<file path="src/rtl/seq_alu_if.sv">
// Handshaked operand/result bundle for seq_alu: command side, result side and output enable.
interface seq_alu_if #(
  parameter int WIDTH = 8
);
  logic               in_valid;
  logic               in_ready;
  logic [WIDTH-1:0]   a;
  logic [WIDTH-1:0]   b;
  logic [3:0]         command;
  logic               enable;
  logic               out_valid;
  logic               out_ready;
  logic [2*WIDTH-1:0] out;
  logic               carry;
  logic               zero;
  logic               div_by_zero;

  modport master (
    output in_valid, a, b, command, enable, out_ready,
    input  in_ready, out_valid, out, carry, zero, div_by_zero
  );

  modport slave (
    input  in_valid, a, b, command, enable, out_ready,
    output in_ready, out_valid, out, carry, zero, div_by_zero
  );
endinterface

</file>
<file path="src/rtl/seq_alu.sv">
// Multi-cycle ALU: single-cycle logic/arith ops, iterative shift-add MUL and restoring DIV,
// registered result and flags held until the consumer takes them.
module seq_alu #(
  parameter int WIDTH = 8
) (
  input  logic     clk,
  input  logic     rst,
  seq_alu_if.slave bus
);
  localparam int W2 = 2 * WIDTH;
  localparam int CW = $clog2(WIDTH + 1);
  localparam logic [WIDTH:0] ONE_X = {{WIDTH{1'b0}}, 1'b1};

  localparam logic [3:0] CMD_ADD  = 4'b0000;
  localparam logic [3:0] CMD_INC  = 4'b0001;
  localparam logic [3:0] CMD_SUB  = 4'b0010;
  localparam logic [3:0] CMD_DEC  = 4'b0011;
  localparam logic [3:0] CMD_MUL  = 4'b0100;
  localparam logic [3:0] CMD_DIV  = 4'b0101;
  localparam logic [3:0] CMD_SHL  = 4'b0110;
  localparam logic [3:0] CMD_SHR  = 4'b0111;
  localparam logic [3:0] CMD_AND  = 4'b1000;
  localparam logic [3:0] CMD_OR   = 4'b1001;
  localparam logic [3:0] CMD_INV  = 4'b1010;
  localparam logic [3:0] CMD_NAND = 4'b1011;
  localparam logic [3:0] CMD_NOR  = 4'b1100;
  localparam logic [3:0] CMD_XOR  = 4'b1101;
  localparam logic [3:0] CMD_XNOR = 4'b1110;
  localparam logic [3:0] CMD_BUFF = 4'b1111;

  typedef enum logic [1:0] {
    S_IDLE = 2'b00,
    S_MUL  = 2'b01,
    S_DIV  = 2'b10,
    S_DONE = 2'b11
  } state_t;

  state_t           state_q, state_d;
  logic [WIDTH-1:0] a_q, a_d;
  logic [WIDTH-1:0] b_q, b_d;
  logic [W2-1:0]    acc_q, acc_d;
  logic [CW-1:0]    cnt_q, cnt_d;
  logic [W2-1:0]    res_q, res_d;
  logic             carry_q, carry_d;
  logic             zero_q, zero_d;
  logic             dbz_q, dbz_d;
  logic             valid_q, valid_d;

  logic             in_ready_s;
  logic             accept_s;
  logic             last_iter_s;
  logic [WIDTH-1:0] lo_s;
  logic [WIDTH:0]   ext_s;
  logic [W2-1:0]    op_res_s;
  logic             op_carry_s;
  logic [WIDTH:0]   mul_sum_s;
  logic [W2-1:0]    mul_next_s;
  logic [WIDTH:0]   div_trial_s;
  logic [W2-1:0]    div_next_s;

  assign in_ready_s  = (state_q == S_IDLE) && !rst;
  assign accept_s    = bus.in_valid && in_ready_s;
  assign last_iter_s = (cnt_q == CW'(WIDTH - 1));

  assign bus.in_ready    = in_ready_s;
  assign bus.out_valid   = valid_q;
  assign bus.out         = bus.enable ? res_q : {W2{1'b0}};
  assign bus.carry       = carry_q;
  assign bus.zero        = zero_q;
  assign bus.div_by_zero = dbz_q;

  // Single-cycle opcode result, taken straight from the presented operands.
  always_comb begin
    lo_s       = '0;
    ext_s      = '0;
    op_carry_s = 1'b0;
    case (bus.command)
      CMD_ADD: begin
        ext_s      = {1'b0, bus.a} + {1'b0, bus.b};
        lo_s       = ext_s[WIDTH-1:0];
        op_carry_s = ext_s[WIDTH];
      end
      CMD_INC: begin
        ext_s      = {1'b0, bus.a} + ONE_X;
        lo_s       = ext_s[WIDTH-1:0];
        op_carry_s = ext_s[WIDTH];
      end
      CMD_SUB: begin
        ext_s      = {1'b0, bus.a} - {1'b0, bus.b};
        lo_s       = ext_s[WIDTH-1:0];
        op_carry_s = ext_s[WIDTH];
      end
      CMD_DEC: begin
        ext_s      = {1'b0, bus.a} - ONE_X;
        lo_s       = ext_s[WIDTH-1:0];
        op_carry_s = ext_s[WIDTH];
      end
      CMD_SHL: begin
        lo_s       = {bus.a[WIDTH-2:0], 1'b0};
        op_carry_s = bus.a[WIDTH-1];
      end
      CMD_SHR: begin
        lo_s       = {1'b0, bus.a[WIDTH-1:1]};
        op_carry_s = bus.a[0];
      end
      CMD_AND:  lo_s = bus.a & bus.b;
      CMD_OR:   lo_s = bus.a | bus.b;
      CMD_INV:  lo_s = ~bus.a;
      CMD_NAND: lo_s = ~(bus.a & bus.b);
      CMD_NOR:  lo_s = ~(bus.a | bus.b);
      CMD_XOR:  lo_s = bus.a ^ bus.b;
      CMD_XNOR: lo_s = ~(bus.a ^ bus.b);
      CMD_BUFF: lo_s = bus.a;
      default:  lo_s = '0;
    endcase
    op_res_s = {{WIDTH{1'b0}}, lo_s};
  end

  // One iteration step for each datapath. acc holds {partial, multiplier} for MUL and
  // {remainder, dividend/quotient} for DIV; the DIV trial needs one extra bit of headroom.
  always_comb begin
    mul_sum_s   = {1'b0, acc_q[W2-1:WIDTH]} + (acc_q[0] ? {1'b0, a_q} : {(WIDTH+1){1'b0}});
    mul_next_s  = {mul_sum_s, acc_q[WIDTH-1:1]};
    div_trial_s = {acc_q[W2-1:WIDTH], acc_q[WIDTH-1]} - {1'b0, b_q};
    if (!div_trial_s[WIDTH]) begin
      div_next_s = {div_trial_s[WIDTH-1:0], acc_q[WIDTH-2:0], 1'b1};
    end else begin
      div_next_s = {acc_q[W2-2:0], 1'b0};
    end
  end

  // Next-state and result capture for the control FSM.
  always_comb begin
    state_d = state_q;
    a_d     = a_q;
    b_d     = b_q;
    acc_d   = acc_q;
    cnt_d   = cnt_q;
    res_d   = res_q;
    carry_d = carry_q;
    zero_d  = zero_q;
    dbz_d   = dbz_q;
    valid_d = valid_q;
    case (state_q)
      S_IDLE: begin
        if (accept_s) begin
          a_d   = bus.a;
          b_d   = bus.b;
          cnt_d = '0;
          if (bus.command == CMD_MUL) begin
            acc_d   = {{WIDTH{1'b0}}, bus.b};
            state_d = S_MUL;
          end else if (bus.command == CMD_DIV && bus.b != {WIDTH{1'b0}}) begin
            acc_d   = {{WIDTH{1'b0}}, bus.a};
            state_d = S_DIV;
          end else if (bus.command == CMD_DIV) begin
            res_d   = {bus.a, {WIDTH{1'b1}}};
            carry_d = 1'b0;
            zero_d  = 1'b0;
            dbz_d   = 1'b1;
            valid_d = 1'b1;
            state_d = S_DONE;
          end else begin
            res_d   = op_res_s;
            carry_d = op_carry_s;
            zero_d  = (op_res_s == {W2{1'b0}});
            dbz_d   = 1'b0;
            valid_d = 1'b1;
            state_d = S_DONE;
          end
        end else begin
          state_d = S_IDLE;
        end
      end
      S_MUL: begin
        acc_d = mul_next_s;
        cnt_d = cnt_q + CW'(1);
        if (last_iter_s) begin
          res_d   = mul_next_s;
          carry_d = 1'b0;
          zero_d  = (mul_next_s == {W2{1'b0}});
          dbz_d   = 1'b0;
          valid_d = 1'b1;
          state_d = S_DONE;
        end else begin
          state_d = S_MUL;
        end
      end
      S_DIV: begin
        acc_d = div_next_s;
        cnt_d = cnt_q + CW'(1);
        if (last_iter_s) begin
          res_d   = div_next_s;
          carry_d = 1'b0;
          zero_d  = (div_next_s == {W2{1'b0}});
          dbz_d   = 1'b0;
          valid_d = 1'b1;
          state_d = S_DONE;
        end else begin
          state_d = S_DIV;
        end
      end
      S_DONE: begin
        if (bus.out_ready) begin
          valid_d = 1'b0;
          state_d = S_IDLE;
        end else begin
          state_d = S_DONE;
        end
      end
      default: begin
        valid_d = 1'b0;
        state_d = S_IDLE;
      end
    endcase
  end

  // State and result registers with synchronous reset.
  always_ff @(posedge clk) begin
    if (rst) begin
      state_q <= S_IDLE;
      a_q     <= '0;
      b_q     <= '0;
      acc_q   <= '0;
      cnt_q   <= '0;
      res_q   <= '0;
      carry_q <= 1'b0;
      zero_q  <= 1'b0;
      dbz_q   <= 1'b0;
      valid_q <= 1'b0;
    end else begin
      state_q <= state_d;
      a_q     <= a_d;
      b_q     <= b_d;
      acc_q   <= acc_d;
      cnt_q   <= cnt_d;
      res_q   <= res_d;
      carry_q <= carry_d;
      zero_q  <= zero_d;
      dbz_q   <= dbz_d;
      valid_q <= valid_d;
    end
  end
endmodule

</file>
<file path="src/flat_wrapper.sv">
// flat-port wrapper written by rule: the top's interface ports become plain ports
module seq_alu_flat 
#(
  parameter int WIDTH = 8
)
  (clk, rst, bus_in_valid, bus_a, bus_b, bus_command, bus_enable, bus_out_ready, bus_in_ready, bus_out_valid, bus_out, bus_carry, bus_zero, bus_div_by_zero);
  seq_alu_if #(.WIDTH(WIDTH)) bus_i ();
  input  logic clk;
  input  logic rst;
  input wire logic [$bits(bus_i.in_valid)-1:0] bus_in_valid;
  input wire logic [$bits(bus_i.a)-1:0] bus_a;
  input wire logic [$bits(bus_i.b)-1:0] bus_b;
  input wire logic [$bits(bus_i.command)-1:0] bus_command;
  input wire logic [$bits(bus_i.enable)-1:0] bus_enable;
  input wire logic [$bits(bus_i.out_ready)-1:0] bus_out_ready;
  output wire logic [$bits(bus_i.in_ready)-1:0] bus_in_ready;
  output wire logic [$bits(bus_i.out_valid)-1:0] bus_out_valid;
  output wire logic [$bits(bus_i.out)-1:0] bus_out;
  output wire logic [$bits(bus_i.carry)-1:0] bus_carry;
  output wire logic [$bits(bus_i.zero)-1:0] bus_zero;
  output wire logic [$bits(bus_i.div_by_zero)-1:0] bus_div_by_zero;
  assign bus_i.in_valid = bus_in_valid;
  assign bus_i.a = bus_a;
  assign bus_i.b = bus_b;
  assign bus_i.command = bus_command;
  assign bus_i.enable = bus_enable;
  assign bus_i.out_ready = bus_out_ready;
  assign bus_in_ready = bus_i.in_ready;
  assign bus_out_valid = bus_i.out_valid;
  assign bus_out = bus_i.out;
  assign bus_carry = bus_i.carry;
  assign bus_zero = bus_i.zero;
  assign bus_div_by_zero = bus_i.div_by_zero;
  seq_alu #(.WIDTH(WIDTH)) u_core (.clk(clk), .rst(rst), .bus(bus_i));
endmodule
</file>
<file path="config.mk">
export PLATFORM = sky130hd
export DESIGN_NAME = seq_alu_flat
export DESIGN_NICKNAME = d
export VERILOG_FILES = /design/src/rtl/seq_alu_if.sv /design/src/rtl/seq_alu.sv /design/src/flat_wrapper.sv
export SDC_FILE = /design/constraint.sdc
export NUM_CORES = 1
export LEC_CHECK = 0
export CELL_PAD_IN_SITES_DETAIL_PLACEMENT = 0
export CELL_PAD_IN_SITES_GLOBAL_PLACEMENT = 1
export CORE_UTILIZATION = 48
export DETAILED_ROUTE_END_ITERATION = 12
export GPL_TIMING_DRIVEN = 0
export PLACE_DENSITY_LB_ADDON = 0.15
export SETUP_SLACK_MARGIN = 0.1
export SYNTH_ARGS = -nofsm -noshare
export SYNTH_HDL_FRONTEND = slang
export SYNTH_SLANG_ARGS = --single-unit
</file>
<file path="constraint.sdc">
create_clock -name clk -period 8.1 [get_ports clk]
set_input_delay 1.62 -clock clk [delete_from_list [all_inputs] [get_ports clk]]
set_output_delay 1.62 -clock clk [all_outputs]
set_load 0.01 [all_outputs]
</file>
# --- Word-level counts from Yosys, hierarchy flattened ---
# Index checks and enable logic that the tools add are counted.
word_totals:
  regBits: 58
  word_cells: 119
op_classes:
  add_sub_neg: 7
  eq_ne: 27
  n_mux: 49
  bitwise_logic: 7
  reduce_logical: 19
op_table:
  columns: ["cell", "count"]
  rows:
  - ["$mux W16", 11]
  - ["$pmux W8 S14", 1]
  - ["$pmux W16 S3", 2]
  - ["$logic_not A16 Y1", 3]
  - ["$eq A4 B4 Y1 const B", 8]
  - ["$not A8 Y8", 4]
  - ["$mux W1", 22]
  - ["$eq A4 B3 Y1 const B", 5]
  - ["$reduce_and A5 Y1", 2]
  - ["$add A8 B1 Y9 const B", 1]
  - ["$add A8 B8 Y9", 1]
  - ["$add A8 B9 Y9", 1]
  - ["$sub A8 B1 Y9 const B", 1]
  - ["$sub A8 B8 Y9", 1]
  - ["$sub A9 B8 Y9", 1]
  - ["$and A8 B8 Y8", 1]
  - ["$eq A4 B2 Y1 const B", 2]
  - ["$mux W2", 4]
  - ["$mux W8", 1]
  - ["$ne A2 B1 Y1 const B", 4]
  - ["$or A8 B8 Y8", 1]
  - ["$pmux W2 S4", 1]
  - ["$pmux W4 S2", 1]
  - ["$reduce_bool A8 Y1", 1]
  - ["21 further kinds", 29]

# --- Depth between registers and ports, before layout ---
# Gate-level depths: netlist of the first run.
logic_depth:
  word_depth: 9
  ltp_mapped: 13
  depth_no_buf: 12

# --- Worst setup path before layout of the first run ---
# Ideal clock, no wire load.
synth_timing:
  path_kind: "in2reg"
  start: "input port bus_a[1]"
  end: "register u_core.zero_q (netlist: u_core.bus.zero)"
  arrival_ns: 3.902
  slack_ns: 4.102
  cell_stages: 11
  path_buffers: 1
  cell_sequence: "clkbuf_1 > inv_1 > ha_1 > o21ba_2 > or4_1 > o21ai_0 > nor2_1 > a221oi_1 > o21ai_1 > or2_0 > o41ai_2"
synth_between:
  elab_chain_cells: 9
synth_rtl:
  columns: ["element", "line_no", "rtl"]
  rows:
  - ["start: declaration", "flat_wrapper.sv:11", "input wire logic [$bits(bus_i.a)-1:0] bus_a;"]
  - ["parallel branches: the longest is 2 deep, another holds $sub A8 B1 Y9", null, null]
  - ["$pmux W8 S14 *", "seq_alu.sv:77", "case (bus.command)"]
  - ["$logic_not A16 Y1 *", "seq_alu.sv:166", "zero_d = (op_res_s == {W2{1'b0}});"]
  - ["$mux W1 *", "seq_alu.sv:156", "end else if (bus.command == CMD_DIV) begin"]
  - ["$mux W1 *", "seq_alu.sv:153", "end else if (bus.command == CMD_DIV && bus.b != {WIDTH{1'b0}}) begin"]
  - ["$mux W1 *", "seq_alu.sv:150", "if (bus.command == CMD_MUL) begin"]
  - ["$mux W1 *", "seq_alu.sv:146", "if (accept_s) begin"]
  - ["$pmux W1 S3 *", "seq_alu.sv:144", "case (state_q)"]
  - ["end signal: assignment", "seq_alu.sv:239", "zero_q <= zero_d;"]
  - ["end: declaration", "seq_alu.sv:45", "logic zero_q, zero_d;"]
# Mark *: on every way between the ends. The select of a mux whose other input is x is not followed.
# A chain may end at the register's enable or synchronous reset.

# --- Worst setup path in the final report of the first run ---
layout_timing:
  start: "input port bus_a[2]"
  end: "register u_core.zero_q (netlist: u_core.bus.zero)"
# Same word-level chain as after synthesis.

==> results of run 1 <==
[per-stage QoR]
step / util / hold WS [ns] / setup slack (ns) / cells
floorplan: - / 0.427 / 4.10 / 795
global placement: 0.553 / 0.440 / 2.50 / 980
detailed placement: 0.553 / 0.441 / 2.48 / 980
CTS: 0.578 / 0.452 / 2.83 / 995
global route: 0.578 / 0.476 / 2.57 / 995
finish: 0.578 / 0.452 / 2.64 / 995
[cell type report]
type                    instances  area [um2]
inverters                      50         188
repair buffers                 42         420
flip-flops and latches         58        1160
plain buffers                  57         319
clock inverters                 5        56.3
well taps                     143         179
fillers                      1154        4900
multi-input cells             630        4160
clock buffers                  10         229
[cells in the final DEF (no fill, tap or decap), types with 13 or more instances in the layout]
| cell | count |
|---|---|
| nand2_1 | 83 |
| a21oi_1 | 66 |
| nor2_1 | 65 |
| dfxtp_1 | 58 |
| ha_1 | 48 |
| inv_1 | 47 |
| clkdlybuf4s50_1 | 42 |
| o21ai_0 | 37 |
| clkbuf_1 | 31 |
| nand3_1 | 31 |
| and2_1 | 24 |
| xnor2_1 | 20 |
| o22ai_1 | 20 |
| o211ai_1 | 18 |
| nor3_1 | 16 |
| mux2i_1 | 15 |
| a31oi_1 | 13 |
[flip-flops by register name, indices dropped and copies added, names as in the netlist]
| name | cells |
|---|---|
| u_core.b_q | 8 |
| u_core.bus.zero | 1 |
| u_core.bus.out_valid | 1 |
| u_core.cnt_q | 4 |
| u_core.bus.carry | 1 |
| u_core.acc_q | 16 |
| u_core.bus.div_by_zero | 1 |
| u_core.res_q | 16 |
| u_core.state_q | 2 |
| u_core.a_q | 8 |
[power groups by stage]
stage	clock network (mW)	logic [mW]	registers, mW
after detailed placement	0	0.911	0.418
after global placement	0	0.900	0.416
after floorplan	0	0.654	0.401
final	0.367	0.944	0.416
after CTS	0.367	0.924	0.414
after global routing	0.378	1.03	0.424
[path summary, 6_finish.rpt]
| path | slack [ns] | end | from | depth (start not counted) |
|---|---|---|---|---|
| hold / removal | 0.45 | u_core.res_q[7]$_SDFFE_PP0P_ | u_core.res_q[7]$_SDFFE_PP0P_ | 2 |
| hold reg to reg | 0.45 | u_core.res_q[7]$_SDFFE_PP0P_ | u_core.res_q[7]$_SDFFE_PP0P_ | 2 |
| setup / recovery | 2.64 | u_core.bus.zero$_SDFFE_PP0P_ | bus_a[2] | 12 |
| setup reg to reg | 4.84 | u_core.acc_q[13]$_SDFFE_PP0P_ | u_core.acc_q[7]$_SDFFE_PP0P_ | 13 |
[layer usage]
metal	up-vias	part of all wire
li1	3007	-
met1	3097	0.45
met2	381	0.43
met3	38	0.11
met4	0	0.019
met5	-	0
[logic make-up after synthesis]
kind of cell	share of synthesized area
AO/OA/AOI/OAI	0.293
multiplexers	0.0258
buffers and inverters	0.0871
adder cells (fa/ha/maj)	0.117
XOR/XNOR	0.0376
flip-flops	0.199
AND/OR/NAND/NOR	0.241
[worst max-delay path, stage by stage]
cell	delay [ns]
clkdlybuf4s50_1	0.72
clkbuf_1	0.61
inv_1	0.21
ha_1	0.33
clkbuf_1	0.31
nand3_1	0.15
a21oi_1	0.49
nor3_1	0.10
a221oi_1	0.27
nand3_1	0.24
or2_0	0.27
o41ai_2	0.34
==> metrics.csv, run 1 <==
metric,value,unit
postPlaceCellArea,0.00643,mm2
holdBufCountCts,0,
ys_ff_latch,58,
vias,6523,
violations,DRC,
synth_edf_count,0,
yosysSeqAreaShare,0.199,
drt_first_iter_violations,773,
synth.avg_cell_area,7.32,um2
grt_use_total,0.357,
cp-start-kind,input pin,
dp_hpwl,17100,um
cts_sinks,58,
critical_path.endpoint_type,flop,
synth_area,0.00582,mm2
clk_latency,0.33,ns
peakVddDrop,0.193,mV
cap_viol_max_count,0,
final_area,0.00671,mm2
power.density,257,mW/mm2
cp.required,8.31,ns
swShare,0.442,
portBuffers,42,
use_met2,0.533,
die_x,112,um
grt.overflow.total,0,
post_cts_resized,0,
switching_power,763,uW
finalCritPeriodShare,0.674,
start_util,0.501,
yosysMostFrequentCell,nand2_1,
io_pins,46,
first_global_vias,6030,
clkPwrFrac,0.212,
postCtsSetupBuffers,0,
dieArea,0.0126,mm2
synthFlopType,dfxtp_1,
max_slew_margin,0.224,
tns,0,ns
cts_tree,built,
cts.htree.levels,3,
finalSetupViolations,0,
cts_root_buf,clkbuf_16,
leakagePower,2.59,nW
synth_top_area_cell,dfxtp_1,
fp.dieH,112,um
antenna_found_initial,0,
grt-busiest-layer,met2,
clock_path_buffers,2,
crit_type,input pin to flop,
syn_nets,872,
nets,925,
drc_errors,2,
p_int,963,uW
synthArstFlopShare,0,
yosysTopAreaCellShare,0.199,
min_path_type,flop to flop,
fmax,183,MHz
grt_pass1_wl,34400,um
via_per_inst,6.56,
synth_area_leaders,"dfxtp_1 20%, ha_1 10%, a21oi_1 5.7%",
ant_nets,0,
yosys_warnings,0,
p_total,1.73,mW
pwr-share-comb,0.547,
rows,39,
sequentialPowerShare,0.241,
ys_types,77,
arrival,5.67,ns
clkTransAtPathRegs,0.05,ns
use_met3,0.0853,
design.core.area,0.0116,mm2
place_congestion,1.01,
cts_buffers,9,
antenna_cells,0,
syn_to_final_growth,15.3,%
grt_max_degree,11,
crit_fanout,10,
met1_usage,0.512,
fin_skew,0.0101,ns
netlist_instances,795,
slew_violations,0,
synth_common_cells,"83 x nand2_1, 66 x a21oi_1, 65 x nor2_1",
drt_wl_total,22400,um
first_pass_iters,10,
outcome,"finished, violations left",
hold_viol_final,0,
wl_per_cell,22.5,um
min_period,5.46,ns
tightest_slew,1.15,ns
drive_gt1_frac,0.0634,
rsz0062_at_grt,no,
No activity file was read; power rests on OpenSTA's default activity.
==> inputs of run 2 (changes only) <==
--- a/config.mk
+++ b/config.mk
@@ -7,7 +7,7 @@
 export LEC_CHECK = 0
 export CELL_PAD_IN_SITES_DETAIL_PLACEMENT = 0
 export CELL_PAD_IN_SITES_GLOBAL_PLACEMENT = 1
-export CORE_UTILIZATION = 48
+export CORE_UTILIZATION = 44
 export DETAILED_ROUTE_END_ITERATION = 12
 export GPL_TIMING_DRIVEN = 0
 export PLACE_DENSITY_LB_ADDON = 0.15
==> constraint.sdc (replaced) <==
create_clock -name clk -period 5.4 [get_ports clk]
set_input_delay 1.08 -clock clk [delete_from_list [all_inputs] [get_ports clk]]
set_output_delay 1.08 -clock clk [all_outputs]
set_load 0.01 [all_outputs]
==> metrics.csv, run 2 (synthesized netlist as in run 1, its figures left out) <==
metric,value,unit,change
cts_sinks,58,,unchanged
antenna_cells,0,,unchanged
portBuffers,42,,unchanged
drc_errors,0,,-2
holdBufCountCts,0,,unchanged
rows,41,,+5.1%
clk_latency,0.34,ns,about the same
dieArea,0.0137,mm2,+8.9%
layout_commonest_cell,nand2_1,,
drt_first_iter_violations,862,,+12%
crit_type,input pin to flop,,
syn_to_final_growth,16.7,%,
min_period,5.00,ns,
crit_buf_inv,4,,unchanged
drive_gt1_frac,0.0657,,+0.00227
cap_viol_max_count,0,,unchanged
clock_path_buffers,2,,unchanged
final_cell_mix,"83 x nand2_1, 66 x a21oi_1, 65 x nor2_1",,
min_path_type,flop to flop,,
cts.htree.levels,3,,unchanged
post_cts_resized,0,,unchanged
finalSetupViolations,0,,unchanged
grt_pass1_wl,34500,um,+0.42%
grt_max_degree,12,,+1
cp_slowest_cell,clkdlybuf4s50_1,,
postPlaceCellArea,0.00646,mm2,+0.56%
grt.overflow.total,0,,unchanged
max_slew_margin,0.0362,,-0.188
min-delay-start,u_core.res_q[7]$_SDFFE_PP0P_,,
slew_violations,0,,unchanged
cp-start-kind,input pin,,
final_area,0.00679,mm2,+1.2%
ant_nets,0,,unchanged
cts_root_buf,clkbuf_16,,
reg_top3,"u_core.acc_q: 16 flops, u_core.res_q: 16 flops",,
tightest_slew,1.43,ns,+0.279 ns
hold_viol_final,0,,unchanged
start_util,0.456,,-0.0455
via_per_inst,6.39,,-2.5%
first_global_vias,6013,,-0.28%
cp_top_family,buffers and inverters,,
critical_path.endpoint_type,flop,,
wl_per_cell,22.0,um,-2.2%
nets,925,,unchanged
io_pins,46,,unchanged
r2r-start,u_core.acc_q[7]$_SDFFE_PP0P_,,
cts_buffers,9,,unchanged
power.density,396,mW/mm2,+54%
vias,6553,,+0.46%
first_pass_iters,5,,-5
outcome,"complete, no violations",,
finalCritPeriodShare,0.926,,
dp_hpwl,17300,um,+1.2%
design.core.area,0.0128,mm2,+10%
grt_use_total,0.341,,-0.0159
rsz0062_at_grt,no,,
fillers,1268,,+9.9%
arrival,5.24,ns,-0.43 ns
clkTransAtPathRegs,0.05,ns,about the same
critPathLaunch,bus_a[2],,
fin_skew,0.00753,ns,-0.00254 ns
cts_tree,built,,
cp.required,5.64,ns,-2.67 ns
critPathMaxStageDelay,0.74,ns,+0.02 ns
crit_chain,clkdlybuf4s50_1 > clkbuf_1 > inv_1 > ha_1 > clkbuf_1 > nand3_1 > a21oi_1 > nor3_1 > a221oi_1 > nand3_1 > or2_0 > o41ai_2,,
die_x,117,um,+4.4%
antenna_found_initial,0,,unchanged
drt_wl_total,22600,um,+0.76%
tns,0,ns,unchanged
postCtsSetupBuffers,0,,unchanged
peakVddDrop,0.262,mV,+36%
fmax,200,MHz,
crit_fanout,10,,unchanged
leakagePower,2.60,nW,+0.65%
fp.dieH,117,um,+4.4%
place_congestion,0.985,,-2.5%
run 2: changes by cell type in the layout (fill, tap and decap cells not counted), sizes merged:
cell,previous run,this run
clkinv,6,4
clkinvlp,1,2
bufinv,1,2
inv,47,48
run 2: path summary, 6_finish.rpt:
kind / endpoint / slack, ns / cells after the start
max: u_core.bus.zero$_SDFFE_PP0P_ / 0.40 / 12
min: u_core.res_q[7]$_SDFFE_PP0P_ / 0.45 / 2
max reg2reg: u_core.res_q[13]$_SDFFE_PP0P_ / 2.12 / 13
min reg2reg: u_core.res_q[7]$_SDFFE_PP0P_ / 0.45 / 2
run 2: per-stage QoR:
stage | utilization | setup slack, ns | instances | power [mW] | hold WS, ns
2_1_floorplan | - | 1.94 | 795 | 1.58 | 0.427
3_3_place_gp | 0.505 | 0.207 | 1009 | 1.99 | 0.440
4_1_cts | 0.532 | 0.636 | 1025 | 2.65 | 0.454
6_report | 0.532 | 0.398 | 1025 | 2.69 | 0.449
3_5_place_dp | 0.506 | 0.289 | 1009 | 2.01 | 0.444
5_1_grt | 0.532 | 0.191 | 1025 | 2.83 | 0.471
run 2: where the power goes:
| group | internal, mW | switching (mW) | total [mW] |
|---|---|---|---|
| Combinational | 0.557 | 0.872 | 1.43 |
| Sequential | 0.536 | 0.0877 | 0.624 |
| Clock | 0.417 | 0.219 | 0.635 |
run 2: layer usage:
metal	part of all wire	global-route usage	vias up
li1	-	-	3030
met1	0.46	0.502	3132
met2	0.41	0.480	358
met3	0.11	0.0911	33
met4	0.020	0.102	0
met5	0	0	-
run 2: tightest hold or removal path: cells and delay by family, from the launching register on:
| kind | cells | cell delay, ns |
|---|---|---|
| flops | 1 | 0.30 |
| simple gates | 1 | 0.05 |
| compound gates | 1 | 0.05 |
run 2: layout make-up:
type	count	area, um2	area share
multi-input combinational	630	4160	0.612
sequential	58	1160	0.171
timing repair buffer	42	420	0.0619
buffer	57	319	0.0470
clock buffer	10	239	0.0352
tap	172	215	0.0317
inverter	50	188	0.0276
clock inverter	6	88.8	0.0131
==> inputs of run 3 (changes only) <==
--- a/config.mk
+++ b/config.mk
@@ -9,7 +9,7 @@
 export CELL_PAD_IN_SITES_GLOBAL_PLACEMENT = 1
 export CORE_UTILIZATION = 44
 export DETAILED_ROUTE_END_ITERATION = 12
-export GPL_TIMING_DRIVEN = 0
+export GPL_TIMING_DRIVEN = 1
 export PLACE_DENSITY_LB_ADDON = 0.15
 export SETUP_SLACK_MARGIN = 0.1
 export SYNTH_ARGS = -nofsm -noshare
==> metrics.csv, run 3 (synthesized netlist as in run 1, its figures left out) <==
metric,value,unit,change
outcome,"complete, no violations",,
final_cell_mix,"83 x nand2_1, 66 x a21oi_1, 65 x nor2_1",,
fin_skew,0.00754,ns,+0.0000115 ns
finalCritPeriodShare,0.736,,-0.190
reg_top3,"u_core.acc_q: 16 flops, u_core.res_q: 16 flops",,
design.core.area,0.0128,mm2,unchanged
grt_use_total,0.307,,-0.0346
tns,0,ns,unchanged
clkTransAtPathRegs,0.05,ns,about the same
fp.dieH,117,um,unchanged
hold_viol_final,0,,unchanged
ant_nets,0,,unchanged
max_slew_margin,0.393,,+0.357
cp.required,5.63,ns,about the same
regArea,0.00116,mm2,unchanged
cp-start-kind,input pin,,
cts_sinks,58,,unchanged
drive_gt1_frac,0.0620,,-0.00368
grt_pass1_wl,31800,um,-8.1%
peakVddDrop,0.212,mV,-19%
crit_fanout,12,,+2
fmax,251,MHz,+26%
first_global_vias,5695,,-5.3%
dieArea,0.0137,mm2,unchanged
first_pass_iters,5,,unchanged
multi_input_area,0.00415,mm2,-0.15%
vias,6271,,-4.3%
rows,41,,unchanged
io_pins,46,,unchanged
drt_wl_total,20500,um,-9.1%
holdBufCountCts,0,,unchanged
arrival,4.21,ns,-1.03 ns
final_util,0.522,,-0.00960
grt_max_degree,45,,+33
cts_buffers,9,,unchanged
fillers,1252,,-1.3%
nets,895,,-3.2%
finalSetupViolations,0,,unchanged
slew_violations,0,,unchanged
clock_path_buffers,2,,unchanged
leakagePower,2.57,nW,-1.3%
place_congestion,0.945,,-4.1%
antenna_cells,0,,unchanged
clk_latency,0.33,ns,about the same
grt.overflow.total,0,,unchanged
drc_errors,0,,unchanged
cts.htree.levels,3,,unchanged
power.density,394,mW/mm2,-0.46%
post_cts_resized,0,,unchanged
cts_tree,built,,
tightest_slew,0.902,ns,-0.531 ns
postCtsSetupBuffers,0,,unchanged
portBuffers,45,,+7.1%
min_path_type,flop to flop,,
antenna_found_initial,0,,unchanged
layout_commonest_cell,nand2_1,,
drt_first_iter_violations,607,,-30%
cts_root_buf,clkbuf_16,,
rsz0062_at_grt,no,,
crit_type,input pin to flop,,
start_util,0.456,,unchanged
syn_to_final_growth,14.6,%,
cap_viol_max_count,0,,unchanged
die_x,117,um,unchanged
dp_hpwl,15300,um,-12%
min_period,3.98,ns,-1.03 ns
wl_per_cell,20.6,um,-6.3%
via_per_inst,6.30,,-1.4%
critical_path.endpoint_type,flop,,
## run 3: final timing paths
path                                                    from                       endpoint  slack [ns]  depth (start not counted)
worst min register to register    u_core.a_q[4]$_SDFFE_PP0P_     u_core.a_q[4]$_SDFFE_PP0P_        0.45                          2
worst max register to register  u_core.acc_q[7]$_SDFFE_PP0P_  u_core.res_q[12]$_SDFFE_PP0P_        2.18                         13
worst max-delay path                                bus_a[4]   u_core.bus.zero$_SDFFE_PP0P_        1.42                         10
worst min-delay path              u_core.a_q[4]$_SDFFE_PP0P_     u_core.a_q[4]$_SDFFE_PP0P_        0.45                          2
## run 3: metrics by stage
step / worst slack, ns / hold slack, ns / cells / instance area, um2 / power (mW)
floorplan: 1.94 / 0.427 / 795 / 5820 / 1.58
global placement: 1.21 / 0.440 / 979 / 6350 / 1.95
detailed placement: 1.10 / 0.441 / 979 / 6350 / 1.97
CTS: 1.47 / 0.450 / 995 / 6670 / 2.60
global route: 1.23 / 0.466 / 995 / 6670 / 2.79
finish: 1.42 / 0.449 / 995 / 6670 / 2.63
## run 3: power by group
part / internal (mW) / switching [mW]
Sequential: 0.536 / 0.0967
Clock: 0.417 / 0.202
Combinational: 0.549 / 0.826
## run 3: worst max-delay path, stage by stage
cell	delay (ns)
clkdlybuf4s50_1	0.80
inv_1	0.23
ha_1	0.41
or4_1	0.59
o21ai_0	0.11
nor2_1	0.07
a221oi_1	0.24
o21ai_1	0.13
or2_0	0.27
o41ai_2	0.26
## run 3: area by class of cell
type,count,share of cell area
well taps,172,0.0323
inverters,50,0.0281
repair buffers,69,0.0946
flip-flops and latches,58,0.174
clock buffers,12,0.0370
clock inverters,4,0.0111
multi-input cells,630,0.623
## run 3: metal layers
layer,track usage,part of all wire,vias up
met5,0,0,-
met4,0.0616,0.012,0
met3,0.0515,0.085,20
met2,0.459,0.43,289
met1,0.459,0.47,3004
li1,-,-,2958
